--- config.mk ---
export PLATFORM = sky130hd
export DESIGN_NAME = awgn_ber_counter
export DESIGN_NICKNAME = d
export VERILOG_FILES = /design/src/rtl/awgn_pkg.sv /design/src/rtl/awgn_ber_counter_fifo.sv /design/src/rtl/awgn_ber_counter.sv
export SDC_FILE = /design/constraint.sdc
export NUM_CORES = 1
export LEC_CHECK = 0
export BUFFER_PORTS_ARGS = -buffer_cell sky130_fd_sc_hd__buf_4
export CAP_MARGIN = 10
export CORE_MARGIN = 4
export CORE_UTILIZATION = 50
export CTS_CLUSTER_DIAMETER = 150
export DETAILED_ROUTE_END_ITERATION = 7
export GPL_TIMING_DRIVEN = 0
export MAX_ROUTING_LAYER = met4
export PLACE_DENSITY = 0.78
export RECOVER_POWER = 50
export SYNTH_ARGS = -nofsm -noshare
export SYNTH_HDL_FRONTEND = slang
export SYNTH_SLANG_ARGS = --single-unit
--- constraint.sdc ---
create_clock -name clock -period 5.2 [get_ports clock]
set_clock_uncertainty 0.2 [all_clocks]
set_input_delay 0.52 -clock clock [delete_from_list [all_inputs] [get_ports clock]]
set_output_delay 0.52 -clock clock [all_outputs]
set_load 0.005 [all_outputs]
--- src/rtl/awgn_pkg.sv ---
// Shared types and helpers for the AWGN BER checker: run-state encoding and
// the per-axis QPSK hard decision.
package awgn_pkg;

  localparam int DATA_W_DEF  = 16;
  localparam int NUM_SYM_DEF = 320000;

  typedef enum logic [1:0] {
    IDLE = 2'd0,
    RUN  = 2'd1,
    DONE = 2'd2
  } ber_state_t;

  // A negative sample decides to bit 1; zero and positive decide to bit 0.
  function automatic logic qpsk_decide(input logic sample_msb);
    return sample_msb;
  endfunction

endpackage

--- src/rtl/awgn_ber_counter_fifo.sv ---
// Reference-bit FIFO: 2-bit entries, power-of-two depth, extra pointer bit
// separates full from empty. Synchronous clear empties it in one cycle.
module bit_fifo #(
  parameter int DEPTH = 16
) (
  input  logic       clock,
  input  logic       reset,
  input  logic       clear,
  input  logic       push,
  input  logic       pop,
  input  logic [1:0] din,
  output logic [1:0] dout,
  output logic       full,
  output logic       empty
);

  localparam int AW = $clog2(DEPTH);

  logic [AW:0] wr_ptr;
  logic [AW:0] rd_ptr;
  logic [1:0]  mem [DEPTH];
  logic        do_push;
  logic        do_pop;

  assign empty   = (wr_ptr == rd_ptr);
  assign full    = (wr_ptr[AW] != rd_ptr[AW]) && (wr_ptr[AW-1:0] == rd_ptr[AW-1:0]);
  assign do_pop  = pop && !empty;
  // A pop on the same cycle frees the slot a full-FIFO push needs.
  assign do_push = push && (!full || do_pop);
  assign dout    = mem[rd_ptr[AW-1:0]];

  always_ff @(posedge clock or negedge reset) begin
    if (!reset) begin
      wr_ptr <= '0;
      rd_ptr <= '0;
    end else if (clear) begin
      wr_ptr <= '0;
      rd_ptr <= '0;
    end else begin
      if (do_push) wr_ptr <= wr_ptr + 1'b1;
      if (do_pop)  rd_ptr <= rd_ptr + 1'b1;
    end
  end

  always_ff @(posedge clock) begin
    if (do_push) mem[wr_ptr[AW-1:0]] <= din;
  end

endmodule

--- src/rtl/awgn_ber_counter.sv ---
// QPSK hard-decision BER counter with reference-bit FIFO.
// Optional noise-power accumulator enabled by macro AWGN_BER_NOISE_PWR_EN.
module awgn_ber_counter
  import awgn_pkg::*;
#(
  parameter int DATA_W     = DATA_W_DEF,
  parameter int NUM_SYM    = NUM_SYM_DEF,
  parameter int CNT_W      = 20,
  parameter int FIFO_DEPTH = 16,
  parameter int AMP        = 8192
) (
  input  logic              clock,
  input  logic              reset,
  input  logic              start,
  input  logic              tx_valid,
  input  logic [1:0]        tx_bits,
  output logic              tx_ready,
  input  logic              rx_valid,
  input  logic [DATA_W-1:0] y_in_real,
  input  logic [DATA_W-1:0] y_in_imagi,
  output logic              busy,
  output logic              done,
  output logic [CNT_W-1:0]  sym_count,
  output logic [CNT_W-1:0]  err_count,
  output logic              underflow,
  output logic [47:0]       noise_pwr,
  output ber_state_t        state
);

  localparam logic [CNT_W-1:0] NUM_SYM_C = CNT_W'(NUM_SYM);

  ber_state_t       state_q, state_d;
  logic [CNT_W-1:0] sym_q, err_q;
  logic             underflow_q, busy_q, done_q;
  logic             run, enter_run;
  logic             fifo_push, fifo_pop, fifo_full, fifo_empty;
  logic [1:0]       fifo_dout;
  logic             compare;
  logic [1:0]       decision, bit_diff, errs;
  logic [CNT_W:0]   sym_sum, err_sum;
  logic [CNT_W-1:0] sym_next, err_next;

  assign run       = (state_q == RUN);
  assign enter_run = start && !run;

  // tx handshake: a pair transfers on a cycle where tx_valid && tx_ready;
  // tx_ready depends only on state and FIFO full. rx has no backpressure.
  assign tx_ready  = run && !fifo_full;
  assign fifo_push = tx_valid && tx_ready;
  assign fifo_pop  = run && rx_valid;
  assign compare   = fifo_pop && !fifo_empty;

  bit_fifo #(.DEPTH(FIFO_DEPTH)) u_fifo (
    .clock (clock),
    .reset (reset),
    .clear (enter_run),
    .push  (fifo_push),
    .pop   (fifo_pop),
    .din   (tx_bits),
    .dout  (fifo_dout),
    .full  (fifo_full),
    .empty (fifo_empty)
  );

  assign decision = {qpsk_decide(y_in_real[DATA_W-1]), qpsk_decide(y_in_imagi[DATA_W-1])};
  assign bit_diff = decision ^ fifo_dout;
  assign errs     = {1'b0, bit_diff[1]} + {1'b0, bit_diff[0]};

  // Saturating updates: the carry out of the widened sum selects all-ones.
  assign sym_sum  = {1'b0, sym_q} + (CNT_W+1)'(1);
  assign err_sum  = {1'b0, err_q} + (CNT_W+1)'(errs);
  assign sym_next = sym_sum[CNT_W] ? '1 : sym_sum[CNT_W-1:0];
  assign err_next = err_sum[CNT_W] ? '1 : err_sum[CNT_W-1:0];

  always_comb begin
    state_d = state_q;
    case (state_q)
      IDLE:    if (start) state_d = RUN;
      RUN:     if (compare && (sym_next == NUM_SYM_C)) state_d = DONE;
      DONE:    if (start) state_d = RUN;
      default: state_d = IDLE;
    endcase
  end

  always_ff @(posedge clock or negedge reset) begin
    if (!reset) begin
      state_q     <= IDLE;
      busy_q      <= 1'b0;
      done_q      <= 1'b0;
      sym_q       <= '0;
      err_q       <= '0;
      underflow_q <= 1'b0;
    end else begin
      state_q <= state_d;
      busy_q  <= (state_d == RUN);
      done_q  <= (state_d == DONE);
      if (enter_run) begin
        sym_q       <= '0;
        err_q       <= '0;
        underflow_q <= 1'b0;
      end else if (fifo_pop) begin
        if (fifo_empty) begin
          underflow_q <= 1'b1;
        end else begin
          sym_q <= sym_next;
          err_q <= err_next;
        end
      end
    end
  end

  assign state     = state_q;
  assign busy      = busy_q;
  assign done      = done_q;
  assign sym_count = sym_q;
  assign err_count = err_q;
  assign underflow = underflow_q;

`ifdef AWGN_BER_NOISE_PWR_EN
  localparam int SQ_W = 2*DATA_W + 2;
  localparam logic signed [DATA_W:0] AMP_P = (DATA_W+1)'(AMP);
  localparam logic signed [DATA_W:0] AMP_N = (DATA_W+1)'(-AMP);

  logic signed [DATA_W:0] d_i, d_q, d_i_q, d_q_q;
  logic signed [SQ_W-1:0] di_ext, dq_ext, sq_i, sq_q;
  logic [SQ_W:0]          sq_sum, sq_sum_q;
  logic [48:0]            acc_sum;
  logic [47:0]            acc_q;
  logic                   v1_q, v2_q;

  assign d_i = $signed({y_in_real[DATA_W-1], y_in_real}) - (fifo_dout[1] ? AMP_N : AMP_P);
  assign d_q = $signed({y_in_imagi[DATA_W-1], y_in_imagi}) - (fifo_dout[0] ? AMP_N : AMP_P);

  assign di_ext  = SQ_W'(d_i_q);
  assign dq_ext  = SQ_W'(d_q_q);
  assign sq_i    = di_ext * di_ext;
  assign sq_q    = dq_ext * dq_ext;
  assign sq_sum  = {1'b0, sq_i} + {1'b0, sq_q};
  assign acc_sum = {1'b0, acc_q} + 49'(sq_sum_q);

  // Stage 1 registers differences, stage 2 squares, then the accumulator.
  always_ff @(posedge clock or negedge reset) begin
    if (!reset) begin
      d_i_q    <= '0;
      d_q_q    <= '0;
      v1_q     <= 1'b0;
      sq_sum_q <= '0;
      v2_q     <= 1'b0;
      acc_q    <= '0;
    end else if (enter_run) begin
      v1_q  <= 1'b0;
      v2_q  <= 1'b0;
      acc_q <= '0;
    end else begin
      v1_q <= compare;
      if (compare) begin
        d_i_q <= d_i;
        d_q_q <= d_q;
      end
      v2_q <= v1_q;
      if (v1_q) sq_sum_q <= sq_sum;
      if (v2_q) acc_q <= acc_sum[48] ? '1 : acc_sum[47:0];
    end
  end

  assign noise_pwr = acc_q;
`else
  logic unused_sample_bits;
  assign unused_sample_bits = ^{y_in_real[DATA_W-2:0], y_in_imagi[DATA_W-2:0]};
  assign noise_pwr = '0;
`endif

endmodule

==> metrics.txt, run 1 <==
CP endpoint kind register; via count 4109; number of synthesized flops with an enable pin 32; Post-CTS Setup Bufs 0; post_cts resized 0; crit path max fanout 10; first drt pass iteration count 5; CP Data Required Time 5260 ps; Layout area overhead 18.7%; RSZ-0062 raised after global routing no; # DRC 0; Final Setup Violations 0; kind of critical path register to register; Most used DFF post-synth dfrtp_1; drt wl/cell 16.0 microns; # clock sinks 87; critical-path cell list buf_1 > mux4_2 > mux4_2 > xnor2_1 > fa_1 > inv_1 > ha_1 > nand3_2 > or4_1 > buf_2 > buf_6 > a21oi_1 > nor2_1 > a211oi_1; TritonCTS clock tree done; Vias per Instance 5.53; Clock H-tree levels 3; share of post-route cells with drive strength above 1 25.7%; R2R setup slack 370 ps; warnings from Yosys 0; Rel. slew slack -96.6%; Final Hold Viols 0; Max Cap Viol 1; final slew viol count 56; final core occ 60.8%; final net count 652; Period minus WS final 4830 ps; Core Area 9770 sq um; fin crit share 92.8%; async set-or-reset flop fraction in the synthesized netlist 63.2%; CP peak stage delay 590 ps; Clock Latency Late Sink 360 ps; post-route setup TNS 0 ps; dpl hpwl 8.81 mm; WP buf/inv 4; antenna violations before repair 0; # fillers 842; Top delay family on crit path multiplexers; grt peak-use layer met2; Reg area 2340 sq um; failing checks capacitance limit, slew limit; GR Util met1 25.6%; die footprint 11700 sq um; post-synthesis sequential area ratio 46.7%; overall routing resource usage 21.1%; CP max-delay cell mux4_2; IO buf count 54; Final ANT Viol Nets 0; cell repeated most along the worst path mux4_2; CTS root buf clkbuf_8; hold_buf cts 0; gr ovfl total 0; Avg Cell Area, Syn 10.2 sq um; outcome finished with violations; nature of the critical path startpoint register; number of library cell types mapped by synthesis 68; Mapped Cells 493; clk buf depth 2; vias in the first global route 3865; met2 Use GR 35.8%; worst slew pin tran 2950 ps; largest net degree at the start of global routing 56; DR iter-0 viols 274; Site Rows 36; Worst EP arrival 4880 ps; CTS Buf Count 9; fmax 0.207 GHz; Worst Hold Class primary input to register; gpl congestion 0.938; synthesized flop and latch total 87; die height 108 microns; Leakage 0.00252 uW; P per Cell Area 412 nW/um^2; Initial Util 51.2%; M3 GR Usage 3.04%; post-synthesis cell area 5010 sq um; VDD IR-drop max 206 uV; Die Span X 108 microns; global-route wire length before repair 18.9 mm; n_diodes 0; Worst-path clk slew 100 ps; I/O pins 133; final WL 11.9 mm; footprint of the multi-input gates 2300 sq um
-- worst paths after layout --
path | cells after the start | endpoint | start
setup / recovery | 14 | err_count[7]$_DFFE_PN0P_ | u_fifo.rd_ptr[0]$_DFFE_PN0P_
hold / removal | 2 | done$_DFF_PN0_ | start
setup reg to reg | 14 | err_count[7]$_DFFE_PN0P_ | u_fifo.rd_ptr[0]$_DFFE_PN0P_
hold reg to reg | 2 | underflow$_DFFE_PN0P_ | underflow$_DFFE_PN0P_
max in group asynchronous | 1 | err_count[0]$_DFFE_PN0P_ | reset
min in group asynchronous | 1 | sym_count[18]$_DFFE_PN0P_ | reset
-- registers in the layout, summed over array words and instances (netlist names) --
name           count
err_count         20
state              2
u_fifo.rd_ptr      5
done               1
busy               1
underflow          1
u_fifo.wr_ptr      5
sym_count         20
u_fifo.mem        32
-- through the flow --
step / setup WS, ps / area, sq um / instances / hold WS [ps] / power [uW]
6_report: 375 / 5950 / 743 / 170 / 2450
2_1_floorplan: 920 / 5180 / 540 / 24.4 / 1660
3_5_place_dp: 329 / 5760 / 727 / 344 / 1970
3_3_place_gp: 442 / 5760 / 727 / 349 / 1920
5_1_grt: 25.7 / 5950 / 743 / 160 / 2620
4_1_cts: 326 / 5960 / 743 / 29.4 / 2460
-- area by class of cell --
cell class                 count  area share [%]
buffer                        76            8.71
clock buffer                   9            2.08
clock inverter                 7            1.37
inverter                       8           0.505
multi-input combinational    369            38.7
sequential                    87            39.3
tap                          133            2.80
timing repair buffer          54            6.57
-- report_power, final --
| part | internal [uW] | switching, uW | total [uW] |
|---|---|---|---|
| registers | 838 | 148 | 986 |
| logic | 439 | 533 | 972 |
| clock network | 228 | 261 | 489 |
-- cells in the mapped netlist, types with 9 or more instances --
cell | number | area share [%]
nand3_1 | 20 | 2.0
dfrtp_1 | 55 | 27
nand4_1 | 10 | 1.2
a211oi_1 | 9 | 1.3
clkbuf_1 | 14 | 1.0
nand2_1 | 34 | 2.5
a311oi_1 | 9 | 1.6
edfxtp_1 | 32 | 19
mux4_2 | 10 | 4.5
buf_4 | 49 | 7.3
xor2_1 | 9 | 1.6
a21oi_1 | 35 | 3.5
nor3_1 | 24 | 2.4
o21ai_0 | 11 | 1.1
nor2_1 | 52 | 3.9
-- worst reg2reg max path, cell delays in order, from the launching register on --
cell      delay [ps]
dfrtp_1          460
buf_1            540
mux4_2           600
mux4_2           490
xnor2_1          160
fa_1             430
inv_1             90
ha_1             270
nand3_2          190
or4_1            510
buf_2            180
buf_6            150
a21oi_1          160
nor2_1            60
a211oi_1         240
-- per-layer routing --
metal  routed length (microns)  up-vias
met5                         0        -
met4                       195        0
met3                       789       18
met2                      6090      170
met1                      4800     1989
li1                          -     1932
-- layout by cell type (no fill, tap or decap), types with 7 or more instances in the layout --
master and count:
a211oi_1 9, a21oi_1 35, a311oi_1 9, buf_2 7, buf_4 77, clkbuf_1 18
clkbuf_4 22, clkbuf_8 10, conb_1 48, dfrtp_1 55, edfxtp_1 32, ha_1 7
inv_1 8, mux4_2 10, nand2_1 34, nand3_1 20, nand4_1 10, nor2_1 52
nor3_1 24, o21ai_0 11, xor2_1 9
-- cell families after synthesis --
logic type / share of synthesized area, %
buf+inv: 10.9
mux: 5.30
simple gates: 20.6
flops: 46.7
fa+ha+maj: 2.15
other cells: 0.0749
compound gates: 11.6
xor+xnor: 2.62
No activity file was read; power rests on OpenSTA's default activity.
==> inputs of run 2 (changes only) <==
--- a/config.mk
+++ b/config.mk
@@ -5,6 +5,7 @@
 export SDC_FILE = /design/constraint.sdc
 export NUM_CORES = 1
 export LEC_CHECK = 0
+export ABC_AREA = 1
 export BUFFER_PORTS_ARGS = -buffer_cell sky130_fd_sc_hd__buf_4
 export CAP_MARGIN = 10
 export CORE_MARGIN = 4
@@ -15,6 +16,7 @@
 export MAX_ROUTING_LAYER = met4
 export PLACE_DENSITY = 0.78
 export RECOVER_POWER = 50
+export SKIP_CTS_REPAIR_TIMING = 1
 export SYNTH_ARGS = -nofsm -noshare
 export SYNTH_HDL_FRONTEND = slang
 export SYNTH_SLANG_ARGS = --single-unit
==> run 2 against run 1 <==
Compared with the run above:
- the flow still finishes with violations (capacitance limit, slew limit)
- global-route usage hardly changed
- core utilization up 0.85 points
- non-clock buffer count shrank 11
- flip-flop and latch count is the same
- first-iteration DRC count is 27% lower
- final cell count rose by 19%
- clock power down 3%
- register-to-register slack improved by 950 ps
- fmax rose by 25%
- synthesized cell count increased by 28%
- sequential power increased by 4%
- critical path depth up 7
- critical path type unchanged
- largest cell class unchanged
- largest power group is now combinational logic
- highest routed layer unchanged
==> metrics.txt, run 2 <==
fin crit share 74.5%; VDD IR-drop max 215 uV; # clock sinks 87; final instance area 6140 sq um; die footprint 12100 sq um; WP buf/inv 6; placed cell count 866; commonest cells after routing, fill and taps aside nand2_1 (127), buf_4 (79), nor2_1 (75); Final ANT Viol Nets 0; post-route setup TNS 0 ps; crit path max fanout 10; Die Span X 110 microns; Leakage 0.00292 uW; CP endpoint kind register; n_diodes 0; # DRC 0; DR iter-0 viols 199; number of synthesized flops with an enable pin 32; largest net degree at the start of global routing 56; kind of critical path register to register; Mapped Cells 632; antenna violations before repair 0; final net count 791; gr ovfl total 0; internal power 1520 uW; nature of the critical path startpoint register; RSZ-0062 raised after global routing no; Core Area 9950 sq um; Net Sw Power 1110 uW; P per Cell Area 429 nW/um^2; count leader, synth nand2_1; Synth top cells by count nand2_1 (127), nor2_1 (75), inv_1 (58); CTS root buf clkbuf_8; final slew viol count 56; Max Cap Viol 1; warnings from Yosys 0; Worst EP arrival 3970 ps; post-synthesis cell area 5210 sq um; Post-Layout Cell Count 882; via count 4385; fmax 0.258 GHz; Clk pwr share 18.1%; dpl hpwl 9.05 mm; vias in the first global route 4098; outcome finished with violations; post-synthesis sequential area ratio 44.9%; CP Data Required Time 5300 ps; share of post-route cells with drive strength above 1 22.6%; commonest non-fill, non-tap cell in the layout nand2_1; Sw Ratio 42.2%; overall routing resource usage 21.2%; Clock H-tree levels 3; Site Rows 36; global-route wire length before repair 19.6 mm; number of flip-flops in the largest register 32; Vias per Instance 4.97; Synth top area share 26.4%; CP max-delay cell dfrtp_1; number of library cell types mapped by synthesis 41; CTS Buf Count 9; async set-or-reset flop fraction in the synthesized netlist 63.2%; Area after DPL 5960 sq um; Layout area overhead 17.9%; Worst Hold Class primary input to register; CP peak stage delay 400 ps; Initial Util 52.3%; Most used DFF post-synth dfrtp_1; # fillers 896; Final Setup Violations 0; IO buf count 54; failing checks capacitance limit, slew limit; worst slew pin tran 2920 ps; Gate power share 43.0%; I/O pins 133; Final Hold Viols 0; Rel. slew slack -94.4%; Worst-path clk slew 100 ps; critical-path cell list buf_4 > clkbuf_1 > nor2_1 > o22ai_1 > o211ai_1 > nand3_1 > xnor2_1 > fa_1 > inv_1 > ha_1 > nand2_1 > inv_1 > nand3_1 > inv_1 > nand2_1 > nor2_2 > nand2_1 > nor3_4 > buf_4 > o21ai_1 > o21ai_1; synthesized flop and latch total 87; die height 110 microns; Avg Cell Area, Syn 8.24 sq um; Synth area leader dfrtp_1; drt wl/cell 13.6 microns; final WL 12.0 mm; gpl congestion 0.928; Period minus WS final 3870 ps; Top delay family on crit path simple AND/OR/NAND/NOR gates; Clock Latency Late Sink 370 ps; first drt pass iteration count 5; clk buf depth 2; sequential power share 39.0%; TritonCTS clock tree done; main area contributors after synthesis dfrtp_1 (26%), edfxtp_1 (18%), nand2_1 (9.2%)
-- run 2: per-layer routing --
| layer | track usage (%) | vias up | wire length [microns] |
|---|---|---|---|
| li1 | - | 2188 | - |
| met1 | 26.5 | 2037 | 5050 |
| met2 | 35.5 | 152 | 5980 |
| met3 | 4.02 | 8 | 845 |
| met4 | 5.25 | 0 | 88 |
| met5 | - | - | 0 |
-- run 2: final timing paths --
kind                            slack, ps  depth (start not counted)                          from                      endpoint
worst max-delay path                 1330                         21  u_fifo.rd_ptr[0]$_DFFE_PN0P_     err_count[15]$_DFFE_PN0P_
worst min register to register        300                          1  u_fifo.wr_ptr[4]$_DFFE_PN0P_  u_fifo.wr_ptr[4]$_DFFE_PN0P_
worst min-delay path                  190                          3                         start                busy$_DFF_PN0_
min in group asynchronous             890                          1                         reset      err_count[8]$_DFFE_PN0P_
worst max register to register       1330                         21  u_fifo.rd_ptr[0]$_DFFE_PN0P_     err_count[15]$_DFFE_PN0P_
max in group asynchronous            2260                          1                         reset     sym_count[17]$_DFFE_PN0P_
-- run 2: cell families (layout without fill, tap and decap cells) --
group / Yosys count / count (layout) / share of synthesized area, %
DFF: 87 / 87 / 44.9
xor gates and xnor gates: 22 / 22 / 3.70
other: 1 / 48 / 0.0720
and+or+nand+nor: 280 / 280 / 24.2
AOI/OAI and AO/OA: 104 / 104 / 11.3
adders and majority gates: 8 / 8 / 2.07
buffers and inverters: 130 / 200 / 13.7
-- run 2: cell type report --
| class | count | area [sq um] | share of cell area (%) |
|---|---|---|---|
| Clock inverter | 7 | 70.1 | 1.14 |
| Tap cell | 133 | 166 | 2.71 |
| Inverter | 65 | 248 | 4.04 |
| Multi-Input combinational cell | 462 | 2330 | 38.0 |
| Buffer | 65 | 468 | 7.62 |
| Clock buffer | 9 | 124 | 2.02 |
| Sequential cell | 87 | 2340 | 38.1 |
| Timing Repair Buffer | 54 | 394 | 6.42 |
-- run 2: tightest hold or removal path, stage by stage --
cell	delay (ps)
buf_4	80
nand2_1	60
nand2_1	60
-- run 2: power by group through the flow --
| stage | clock, uW | sequential [uW] | combinational, uW |
|---|---|---|---|
| 6_report | 475 | 1030 | 1130 |
| 5_1_grt | 510 | 1050 | 1280 |
| 4_1_cts | 484 | 1030 | 1140 |
| 3_5_place_dp | 0 | 1040 | 1140 |
| 3_3_place_gp | 0 | 1030 | 1100 |
| 2_1_floorplan | 0 | 1010 | 760 |
-- run 2: per-stage QoR --
step	util [%]	setup slack (ps)	total power (uW)	hold slack [ps]
after floorplan	-	2010	1770	24.4
after global placement	59.8	1470	2130	271
after detailed placement	59.8	1350	2180	289
after CTS	61.8	1290	2650	13.5
after global routing	61.7	923	2840	206
final	61.7	1330	2630	193
==> inputs of run 3 (changes only) <==
==> constraint.sdc (replaced) <==
create_clock -name clock -period 3.6 [get_ports clock]
set_clock_uncertainty 0.2 [all_clocks]
set_input_delay 0.36 -clock clock [delete_from_list [all_inputs] [get_ports clock]]
set_output_delay 0.36 -clock clock [all_outputs]
set_load 0.005 [all_outputs]
==> run 3 against run 2 <==
Compared with the run above:
- the run now ends clean
- total power rose by 52%
- sequential share of layout area fell by 1.5 points
- wire length rose by 4.0%
- fmax rose by 9.7%
- core utilization rose by 2.6 points
- die area did not move
- cell area rose by 4.1%
- combinational power rose by 61%
- register-to-register slack got worse by 1300 ps
- first-iteration DRC count rose by 32%
- critical path depth did not move
- final cell count rose by 1.7%
==> metrics.txt, run 3 (same netlist as run 2, synthesis figures left out) <==
outcome complete, no violations; met2 Use GR 35.5%; Layout area overhead 22.7%; # DRC 0; TritonCTS clock tree done; IO buf count 54; Die Span X 110 microns; CTS Buf Count 9; post-route setup TNS 0 ps; Worst-path clk slew 110 ps; Area after DPL 5960 sq um; Max Cap Viol 0; largest net degree at the start of global routing 56; vias in the first global route 4098; overall routing resource usage 21.2%; RSZ-0062 raised after global routing yes; worst slew pin tran 1370 ps; crit path max fanout 5; Initial Util 52.3%; n_diodes 0; Leakage 0.00304 uW; via count 4507; Final Setup Violations 0; # fillers 867; fin crit share 98.1%; CP endpoint kind register; Worst EP arrival 3640 ps; final WL 12.4 mm; Period minus WS final 3530 ps; dpl hpwl 9.05 mm; CP Data Required Time 3710 ps; Rel. slew slack 8.66%; share of post-route cells with drive strength above 1 27.4%; P per Cell Area 626 nW/um^2; first drt pass iteration count 5; Core Area 9950 sq um; Vias per Instance 5.02; Clock H-tree levels 3; DR iter-0 viols 263; grt peak-use layer met2; commonest cells after routing, fill and taps aside nand2_1 (123), buf_4 (99), nor2_1 (71); VDD IR-drop max 316 uV; Final ANT Viol Nets 0; Site Rows 36; final core occ 64.2%; global-route wire length before repair 19.6 mm; M3 GR Usage 4.02%; final instance area 6390 sq um; gpl congestion 0.928; nature of the critical path startpoint register; number of flip-flops in the largest register 32; GR Util met1 26.5%; die height 110 microns; I/O pins 133; gr ovfl total 0; Final Hold Viols 0; drt wl/cell 13.9 microns; commonest non-fill, non-tap cell in the layout nand2_1; clk buf depth 2; CTS root buf clkbuf_8; fmax 0.283 GHz; final slew viol count 0; antenna violations before repair 0; die footprint 12100 sq um; Clock Latency Late Sink 360 ps; # clock sinks 87; final net count 806; pre-CTS setup slack -255 ps; final worst slack 69.2 ps; Worst Hold Class primary input to register; kind of critical path register to register; Power Total 4000 uW
## run 3: cell count changes in the layout (fill, tap and decap cells not counted), sizes merged
cell / previous run / this run
buf: 90 / 115
clkbuf: 38 / 27
dlygate4sd3: 0 / 1
## run 3: metal layers
| layer | vias up | part of all wire (%) |
|---|---|---|
| met3 | 13 | 7.9 |
| met1 | 2092 | 40 |
| met2 | 174 | 51 |
| met4 | 0 | 1.0 |
| li1 | 2228 | - |
| met5 | - | 0 |
## run 3: final timing paths
check / from / endpoint / cells after the start / slack, ps
setup reg to reg: u_fifo.rd_ptr[0]$_DFFE_PN0P_ / err_count[4]$_DFFE_PN0P_ / 21 / 70
hold / removal: start / busy$_DFF_PN0_ / 3 / 40
hold reg to reg: u_fifo.wr_ptr[4]$_DFFE_PN0P_ / u_fifo.wr_ptr[4]$_DFFE_PN0P_ / 1 / 300
max in group asynchronous: reset / u_fifo.wr_ptr[2]$_DFFE_PN0P_ / 2 / 1730
setup / recovery: u_fifo.rd_ptr[0]$_DFFE_PN0P_ / err_count[4]$_DFFE_PN0P_ / 21 / 70
min in group asynchronous: reset / sym_count[5]$_DFFE_PN0P_ / 2 / 620
## run 3: stage by stage
| step | instances | hold WS, ps |
|---|---|---|
| CTS | 882 | -147 |
| global placement | 866 | 253 |
| global route | 897 | 46.2 |
| floorplan | 679 | -136 |
| finish | 897 | 36.9 |
| detailed placement | 866 | 256 |
## run 3: worst max-delay path: stages (launching register included)
cell      delay, ps
dfrtp_1         430
buf_6           160
buf_8           130
nor2_4           70
o22ai_2          70
o211ai_1        270
nand3_2         150
xnor2_2         170
fa_2            390
inv_2            90
ha_4            140
nand2_2          60
inv_2            90
nand3_4         100
inv_4            80
nand2_4          50
nor2_4          130
nand2_2          80
nor3_4          270
buf_4           190
o21ai_0          80
nand2_1          70
## run 3: where the power goes
group	internal [uW]	switching (uW)	leakage (uW)
Clock	274	415	0.0000977
Combinational	793	1030	0.00193
Sequential	1250	242	0.00102
Total	2320	1690	0.00304
## run 3: final cells by class
cell class                      instances  area, sq um  area share [%]
Buffer                                 65          494            7.73
Clock buffer                            9          124            1.94
Clock inverter                          7         70.1            1.10
Inverter                               65          253            3.95
Multi-Input combinational cell        462         2440            38.1
Sequential cell                        87         2340            36.6
Tap cell                              133          166            2.60
Timing Repair Buffer                   69          512            8.00
